[config.mk]
export PLATFORM = sky130hd
export DESIGN_NAME = mem_bank_arb
export DESIGN_NICKNAME = d
export VERILOG_FILES = /design/src/rtl/mem_bank_arb_pkg.sv /design/src/rtl/mem_bank_arb_rr_arbiter.sv /design/src/rtl/mem_bank_arb.sv
export SDC_FILE = /design/constraint.sdc
export NUM_CORES = 2
export LEC_CHECK = 0
export BUFFER_PORTS_ARGS = -buffer_cell sky130_fd_sc_hd__buf_2
export CAP_MARGIN = 20
export CELL_PAD_IN_SITES_DETAIL_PLACEMENT = 1
export CELL_PAD_IN_SITES_GLOBAL_PLACEMENT = 1
export CORE_UTILIZATION = 56
export CTS_CLUSTER_SIZE = 14
export DETAILED_ROUTE_END_ITERATION = 8
export GPL_ROUTABILITY_DRIVEN = 0
export HOLD_SLACK_MARGIN = 0.06
export PLACE_DENSITY_LB_ADDON = 0.1
export SYNTH_ARGS = -nofsm -noshare
export SYNTH_HDL_FRONTEND = slang
export SYNTH_HIERARCHICAL = 1
export SYNTH_SLANG_ARGS = --single-unit
[constraint.sdc]
create_clock -name clock -period 4.5 [get_ports clock]
set_input_delay 0 -clock clock [delete_from_list [all_inputs] [get_ports clock]]
set_output_delay 0 -clock clock [all_outputs]
set_load 0.01 [all_outputs]
[src/rtl/mem_bank_arb_pkg.sv]
// Shared definitions for the memory-bank arbiter.
// Holds the FSM state encoding, the default parameter values used by
// mem_bank_arb, and the fixed widths of the grant index and latency counter.
package mem_bank_arb_pkg;

    typedef enum logic [1:0] {
        IDLE = 2'd0,
        BUSY = 2'd1,
        DONE = 2'd2
    } state_t;

    localparam int DEF_DATA_W    = 16;
    localparam int DEF_ADDR_W    = 8;
    localparam int DEF_NUM_PORTS = 2;
    localparam int DEF_LATENCY   = 2;

    // grant_id is 3 bits wide to cover up to 8 ports; the counter covers LATENCY-1 up to 14.
    localparam int GID_W = 3;
    localparam int CNT_W = 4;

endpackage

[src/rtl/mem_bank_arb_rr_arbiter.sv]
// Round-robin arbiter (combinational).
// Ports:
//   req        - per-port request vector
//   last_grant - index of the most recently granted port
//   grant      - one-hot grant vector (all zero when no request)
//   grant_idx  - index of the granted port (0 when no request)
//   any_req    - at least one request is pending
// The search starts at (last_grant+1) mod NUM_PORTS and wraps around.
module rr_arbiter
    import mem_bank_arb_pkg::*;
#(
    parameter int NUM_PORTS = DEF_NUM_PORTS
) (
    input  logic [NUM_PORTS-1:0] req,
    input  logic [GID_W-1:0]     last_grant,
    output logic [NUM_PORTS-1:0] grant,
    output logic [GID_W-1:0]     grant_idx,
    output logic                 any_req
);

    logic found;

    always_comb begin
        grant     = '0;
        grant_idx = '0;
        found     = 1'b0;
        // Outer loop walks the priority order; the first requesting port in it wins.
        for (int i = 1; i <= NUM_PORTS; i++) begin
            for (int j = 0; j < NUM_PORTS; j++) begin
                if (!found && req[j] && (((int'(last_grant) + i) % NUM_PORTS) == j)) begin
                    found     = 1'b1;
                    grant[j]  = 1'b1;
                    grant_idx = GID_W'(j);
                end
            end
        end
        any_req = |req;
    end

endmodule

[src/rtl/mem_bank_arb.sv]
// Single-bank memory shared by NUM_PORTS requesters through a round-robin
// arbiter. Each access is latched at grant, commits LATENCY edges later and
// is acknowledged with a one-cycle ready pulse to the winning port.
// Ports:
//   clock, reset          - clock and asynchronous active-high reset
//   req_rd, req_wr        - per-port read / write requests (both set = write)
//   req_addr, req_wdata   - packed per-port address and write data
//   ready                 - per-port completion pulse
//   rd_data               - read data, held until the next read
//   busy                  - access in progress
//   grant_id              - index of the granted port
//   parity_err            - (MEM_BANK_ARB_PARITY_EN only) stored parity mismatch on a read
// Optional feature: define MEM_BANK_ARB_PARITY_EN to store an even-parity bit per word.
module mem_bank_arb
    import mem_bank_arb_pkg::*;
#(
    parameter int DATA_W    = DEF_DATA_W,
    parameter int ADDR_W    = DEF_ADDR_W,
    parameter int NUM_PORTS = DEF_NUM_PORTS,
    parameter int LATENCY   = DEF_LATENCY
) (
    input  logic                          clock,
    input  logic                          reset,
    input  logic [NUM_PORTS-1:0]          req_rd,
    input  logic [NUM_PORTS-1:0]          req_wr,
    input  logic [NUM_PORTS*ADDR_W-1:0]   req_addr,
    input  logic [NUM_PORTS*DATA_W-1:0]   req_wdata,
    output logic [NUM_PORTS-1:0]          ready,
    output logic [DATA_W-1:0]             rd_data,
    output logic                          busy,
`ifdef MEM_BANK_ARB_PARITY_EN
    output logic                          parity_err,
`endif
    output logic [GID_W-1:0]              grant_id
);

    localparam int DEPTH = 2 ** ADDR_W;
`ifdef MEM_BANK_ARB_PARITY_EN
    localparam int MEM_W = DATA_W + 1;
`else
    localparam int MEM_W = DATA_W;
`endif

    state_t             state;
    logic [CNT_W-1:0]   cnt;
    logic [GID_W-1:0]   last_grant;
    logic               op_wr;
    logic [ADDR_W-1:0]  addr_q;
    logic [DATA_W-1:0]  wdata_q;
    logic [MEM_W-1:0]   mem [DEPTH];

    logic [NUM_PORTS-1:0] req_any;
    logic [NUM_PORTS-1:0] grant;
    logic [GID_W-1:0]     grant_idx;
    logic                 any_req;
    logic [ADDR_W-1:0]    sel_addr;
    logic [DATA_W-1:0]    sel_wdata;
    logic                 sel_wr;
    logic [NUM_PORTS-1:0] done_vec;
    logic                 launch;
    logic                 commit;

    assign req_any = req_rd | req_wr;

    rr_arbiter #(
        .NUM_PORTS (NUM_PORTS)
    ) u_arb (
        .req        (req_any),
        .last_grant (last_grant),
        .grant      (grant),
        .grant_idx  (grant_idx),
        .any_req    (any_req)
    );

    // Operand mux of the winning port; a simultaneous read+write is a write.
    always_comb begin
        sel_addr  = '0;
        sel_wdata = '0;
        sel_wr    = 1'b0;
        done_vec  = '0;
        for (int j = 0; j < NUM_PORTS; j++) begin
            if (grant[j]) begin
                sel_addr  = req_addr[j*ADDR_W +: ADDR_W];
                sel_wdata = req_wdata[j*DATA_W +: DATA_W];
                sel_wr    = req_wr[j];
            end
            done_vec[j] = (grant_id == GID_W'(j));
        end
    end

    assign launch = (state != BUSY) && any_req;
    assign commit = (state == BUSY) && (cnt == '0);

    // Operands are latched at grant so later input changes do not matter.
    always_ff @(posedge clock) begin
        if (launch) begin
            op_wr   <= sel_wr;
            addr_q  <= sel_addr;
            wdata_q <= sel_wdata;
        end
    end

    // Array has no reset so contents survive it; an aborted access never reaches commit.
    always_ff @(posedge clock) begin
        if (commit && op_wr) begin
`ifdef MEM_BANK_ARB_PARITY_EN
            mem[addr_q] <= {^wdata_q, wdata_q};
`else
            mem[addr_q] <= wdata_q;
`endif
        end
    end

    always_ff @(posedge clock or posedge reset) begin
        if (reset) begin
            state      <= IDLE;
            cnt        <= '0;
            last_grant <= GID_W'(NUM_PORTS - 1);
            grant_id   <= '0;
            ready      <= '0;
            rd_data    <= '0;
            busy       <= 1'b0;
`ifdef MEM_BANK_ARB_PARITY_EN
            parity_err <= 1'b0;
`endif
        end else begin
            ready <= '0;
`ifdef MEM_BANK_ARB_PARITY_EN
            parity_err <= 1'b0;
`endif
            case (state)
                IDLE, DONE: begin
                    if (any_req) begin
                        state      <= BUSY;
                        busy       <= 1'b1;
                        grant_id   <= grant_idx;
                        last_grant <= grant_idx;
                        cnt        <= CNT_W'(LATENCY - 1);
                    end else begin
                        state <= IDLE;
                    end
                end
                BUSY: begin
                    if (cnt == '0) begin
                        state <= DONE;
                        busy  <= 1'b0;
                        ready <= done_vec;
                        if (!op_wr) begin
                            rd_data <= mem[addr_q][DATA_W-1:0];
`ifdef MEM_BANK_ARB_PARITY_EN
                            // Even parity over data+parity bit must reduce to 0.
                            parity_err <= ^mem[addr_q];
`endif
                        end
                    end else begin
                        cnt <= cnt - CNT_W'(1);
                    end
                end
                default: begin
                    state <= IDLE;
                    busy  <= 1'b0;
                end
            endcase
        end
    end

endmodule

== Word-level counts from Yosys, hierarchy flattened ==
Memories as Yosys holds them, arrays and structs flattened. A register that Yosys moved wholly into a read port is not among the register bits.
Index checks and enable logic that the tools add are counted.
Storage, ports and cells
  register bits after elaboration: 36
  bits in writable memories: 4096
  bits of input ports: 54
  output and inout port bits: 22
  word-level logic and storage cells: 79
  memories kept: 1
Cells by class
  add/sub/neg operators: 3
  equality and inequality tests: 9
  multiplexer cells: 28
  bitwise operators: 4
  reduce and logical (&&, ||, !) cells: 25
Memories
  mem: words 256, bits a word 16, rd ports 1, clocked after memory_dff 1, write ports 1, line mem_bank_arb.sv:50  | logic [MEM_W-1:0] mem [DEPTH];
Operators with widths (number)
  zero test 32 bit: 2
  two-way mux 16 bit: 2
  two-way mux 1 bit: 16
  two-way mux 8 bit: 2
  logical AND 1 bit: 10
  two-way mux 4 bit: 2
  one-hot mux 4 bit (2 select lines): 1
  equality test 2 bit, second input constant: 3
  two-way mux 2 bit: 3
  AND reduction 3 bit: 2
  zero test 4 bit: 1
  != test 2 x 1 -> 1 bit, second input constant: 2
  != test 2 bit, second input constant: 2
  one-hot mux 2 bit (2 select lines): 1
  AND reduction 2 bit: 2
  OR reduction 2 bit: 2
  subtractor 4 x 1 -> 4 bit, second input constant: 1
  zero test 1 bit: 3
  zero test 3 bit: 1
  adder 1 bit, second input constant: 2
  bitwise AND 1 bit, first input constant: 2
  equality test 2 x 1 -> 1 bit, second input constant: 1
  zero test 2 bit: 1
  OR 2 bit: 1
  other kinds (4): 4

== Logic depth before layout (Yosys ltp) ==
  depth in word-level cells: 18
  mapped depth: 13
  mapped depth without buffers: 8

== Hierarchy ==
The synthesis kept the hierarchy.
Modules (own cells, without submodules)
  mem_bank_arb: times used 1, cells an instance 7099, area an instance 158913.7 um^2, sequential area each 124475.6 um^2
  rr_arbiter: times used 1, cells an instance 8, area an instance 51.3 um^2, sequential area each 0.0 um^2

== Least setup slack after synthesis ==
OpenSTA, ideal clock, no wires.
  path type: reg-to-reg
  from: reg wdata_q[0]
  to: mem mem[0][0] (netlist bit), data pin
  arrival: 3228 ps
  path slack: 454 ps
  cell stages (with the launch flop): 1
  cells stage by stage: edfxtp_1
RTL lines
  start: declaration: line mem_bank_arb.sv:49  | logic [DATA_W-1:0] wdata_q;
  start signal: assignment: line mem_bank_arb.sv:99  | wdata_q <= sel_wdata;
  end: declaration: line mem_bank_arb.sv:50
Straight into the memory's write port.

==> metrics.md <==
| Metric | Value |
|---|---|
| Crit-path cells | buf_4, buf_12, buf_4, mux4_2, mux4_2, nor2b_1, nor3_2, nand4_1, o22a_1 |
| Initial Utilization | a little under three fifths |
| Fmax | roughly 0.23 GHz |
| Initial antenna violation count | 26 |
| Synth warnings | 6 |
| Sequential cell area fraction in the yosys report | between 70% and 80% |
| Static leakage | 0.0578 uW |
| Critical path required time | 5.37 ns |
| RSZ-0062 raised after global routing | no |
| Max-cap violations | 0 |
| Final Core Density | ~64% |
| Multi-input logic area | ~0.033 mm2 |
| Total of fill cells in the finished design | between 20k and 25k |
| Layout area overhead | 14.5% |
| Critical path data arrival time | approximately 5.3 ns |
| FF/Latch Area | between 0.1 and 0.15 mm2 |
| GR Util All Layers | roughly 33% |
| Total number of vias | roughly 80k |
| Slew @ Worst Pin | 1.49 ns |
| Clock sinks | 4,150 |
| CTS tree | done |
| Max-slew headroom | less than 1% |
| Nets@finish | roughly 7.9k |
| Worst vdd rail ir drop | around 1.4 mV |
| CP startpoint kind | register |
| Yosys top cell area share | about 80% |
| Top FF cell, synth | edfxtp_1 |
| Fraction of layout instances using a drive strength above 1 | ~29% |
| Number of DRC markers in iteration 0 | ~11k |
| H-tree depth | 5 |
| Final Hold Slack | ~0.13 ns |
| Setup Fix Bufs, Post-CTS | 0 |
| Top Ports | 76 |
| PwrDens | between 600 and 700 mW/mm2 |
| Post-DP HPWL | 282 mm |
| Most repeated cell in the gate-level netlist after synthesis | edfxtp_1 |
| Site Rows | 195 |
| Max FO, Critical Path | 26 |
| Overflow after GRT | 0 |
| Via density | roughly 6.8 |
| Final setup fails | 0 |
| Routed Antenna Nets | 0 |
| Worst skew pair latency | ~1 ns |
| Mapped Cells | 7,107 |
| Final hold vios | 0 |
| Post-synthesis register bit count | about 4.2k |
| Synth top area cells | edfxtp_1 (78%), mux4_2 (14%), mux2i_1 (1.7%) |
| Largest net degree at the start of global routing | about 180 |
| Remaining DRCs | 0 |
| Die area | approximately 0.29 mm2 |
| First-pass GRT wire length | ~660 mm |
| Vias in the first global route | between 80k and 90k |
| CTS Buf Count | between 400 and 500 |
| Setup Slack @ Placement | -0.0227 ns |
| CP peak stage delay | 0.63 ns |
| Routed len/inst | around 39 um |
| Clock skew | 0.0536 ns |
| Final WS setup | slightly below 0.06 ns |
| Die Wd | 535 um |
| Setup TNS | 0 ns |
| Clock-pin transition on the worst setup and hold timing paths | around 0.06 ns |
| Critical path type | register to register |
| Clk root buf | clkbuf_16 |
| Leading area contributor after synthesis | edfxtp_1 |
| I/O Buffers | 75 |
| Top Family by Delay on Critical Path | multiplexers |
| Detailed Route WL | between 400 and 500 mm |
| CP max-delay cell | edfxtp_1 |
| Final period util | between 90% and 100% |
| Status | finished, final reports clean |
| Number of synthesized flops with an enable pin | ~4k |
| Total core area | ~0.28 mm2 |
| DIE HEIGHT | roughly 530 um |
| Worst setup EP type | register |
| Async S/R FF share, synth | less than 1% |
| Avg Synthesized Cell Area | about 22 um2 |
| Worst min-delay path class | input pin to register |
| Worst path bufs/invs | 3 |
| Most frequent cells after synthesis | edfxtp_1 (4,121), mux4_2 (992), nor2_1 (352) |
| Drt first pass iters | 6 |
| Minimum clock period | 4.44 ns |
| Post-synth cell types | 69 |
| Mapped Area | around 0.16 mm2 |
| CTS max path bufs | 4 |
| Final Slew Violations | 0 |
## report_power, final
| group | internal, uW | total, uW | switching (uW) |
|---|---|---|---|
| Clock | 19600 | 34500 | 14900 |
| Combinational | 12300 | 36500 | 24200 |
| Sequential | 48400 | 49000 | 639 |
| Total | 80300 | 120000 | 39700 |
## final timing paths
path                            from       endpoint  slack, ns  depth (start not counted)
setup reg to reg           addr_q[0]    rd_data[13]       0.06                          9
min in group asynchronous      reset           busy       0.45                          4
hold reg to reg             state[1]           busy       0.51                          1
hold / removal             req_wr[0]  last_grant[0]       0.13                          6
max in group asynchronous      reset     rd_data[9]       3.32                          4
setup / recovery           addr_q[0]    rd_data[13]       0.06                          9
## kinds of logic after synthesis
logic type,after synthesis,synth area share (%)
xor gates and xnor gates,2,0.0110
buffers and inverters,424,1.39
adders and majority gates,2,0.0157
and+or+nand+nor,704,1.95
other,1,0.00236
AOI/OAI and AO/OA,560,2.56
DFF,4150,78.3
muxes,1264,15.8
## per-layer routing
| metal | share of wire [%] | track usage (%) | wire (um) | vias up |
|---|---|---|---|---|
| met3 | 9.9 | 6.82 | 46700 | 918 |
| met2 | 47 | 51.8 | 222000 | 4900 |
| met5 | 0.022 | 0 | 105 | - |
| met4 | 4.7 | 13.2 | 22000 | 16 |
| met1 | 38 | 46.5 | 179000 | 44252 |
| li1 | - | - | - | 31767 |
## cell type report
| type | count | share of cell area (%) |
|---|---|---|
| sequential | 4150 | 68.4 |
| multi-input combinational | 2534 | 17.9 |
| clock buffer | 510 | 6.01 |
| timing repair buffer | 774 | 3.76 |
| tap | 3743 | 2.57 |
| clock inverter | 249 | 1.41 |
| inverter | 9 | 0.0199 |
| antenna | 9 | 0.0124 |
## flip-flops by register name, indices dropped and copies added (netlist names)
| name | count |
|---|---|
| cnt | 4 |
| op_wr | 1 |
| wdata_q | 16 |
| grant_id | 3 |
| addr_q | 8 |
| rd_data | 16 |
| state | 2 |
| ready | 2 |
| mem | 4096 |
| busy | 1 |
| last_grant | 1 |
## placed cells by master, fill, tap and decap left out, drive strengths merged, types with 8 or more instances in the layout
| master | count |
|---|---|
| nor2b | 27 |
| o22a | 17 |
| mux2i | 265 |
| nand3 | 89 |
| a22o | 28 |
| and3 | 8 |
| clkbuf | 510 |
| nand2 | 139 |
| a31oi | 14 |
| a311o | 9 |
| clkinvlp | 19 |
| a21oi | 26 |
| buf | 673 |
| edfxtp | 4121 |
| a211oi | 27 |
| clkinv | 186 |
| a22oi | 80 |
| inv | 13 |
| a211o | 10 |
| dlygate4sd3 | 101 |
| o221ai | 20 |
| a311oi | 9 |
| or3 | 8 |
| diode | 9 |
| o22ai | 155 |
| o21ai | 53 |
| bufinv | 40 |
| nand4 | 10 |
| o21ba | 8 |
| nor4 | 15 |
| a32oi | 31 |
| mux4 | 992 |
| nor3 | 16 |
| or4 | 9 |
| dfrtp | 28 |
| a221oi | 49 |
| nor2 | 352 |
## tightest hold or removal path, cell delays in order
cell and delay, ns:
dlygate4sd3_1 0.57, buf_2 0.13, or2_2 0.13, a21boi_2 0.09, nand2_1 0.09, nand2_1 0.07
## what timing repair did
| action | CTS | global route |
|---|---|---|
| pin swaps | 1 | 0 |
| endpoints found under the hold margin | 64 | 0 |
| gates resized for setup | 2 | 2 |
| endpoints found under the setup margin | 2 | 1 |
| hold buffers | 101 | 0 |
## stage by stage
stage               area (um2)  cells  power (uW)
finish                  182000  11978      120000
global route            182000  11973      123000
CTS                     182000  11966      120000
detailed placement      167000  11106       85500
global placement        167000  11104       84400
floorplan               159000   7108       70800
Power figures use the tool's default switching activity.
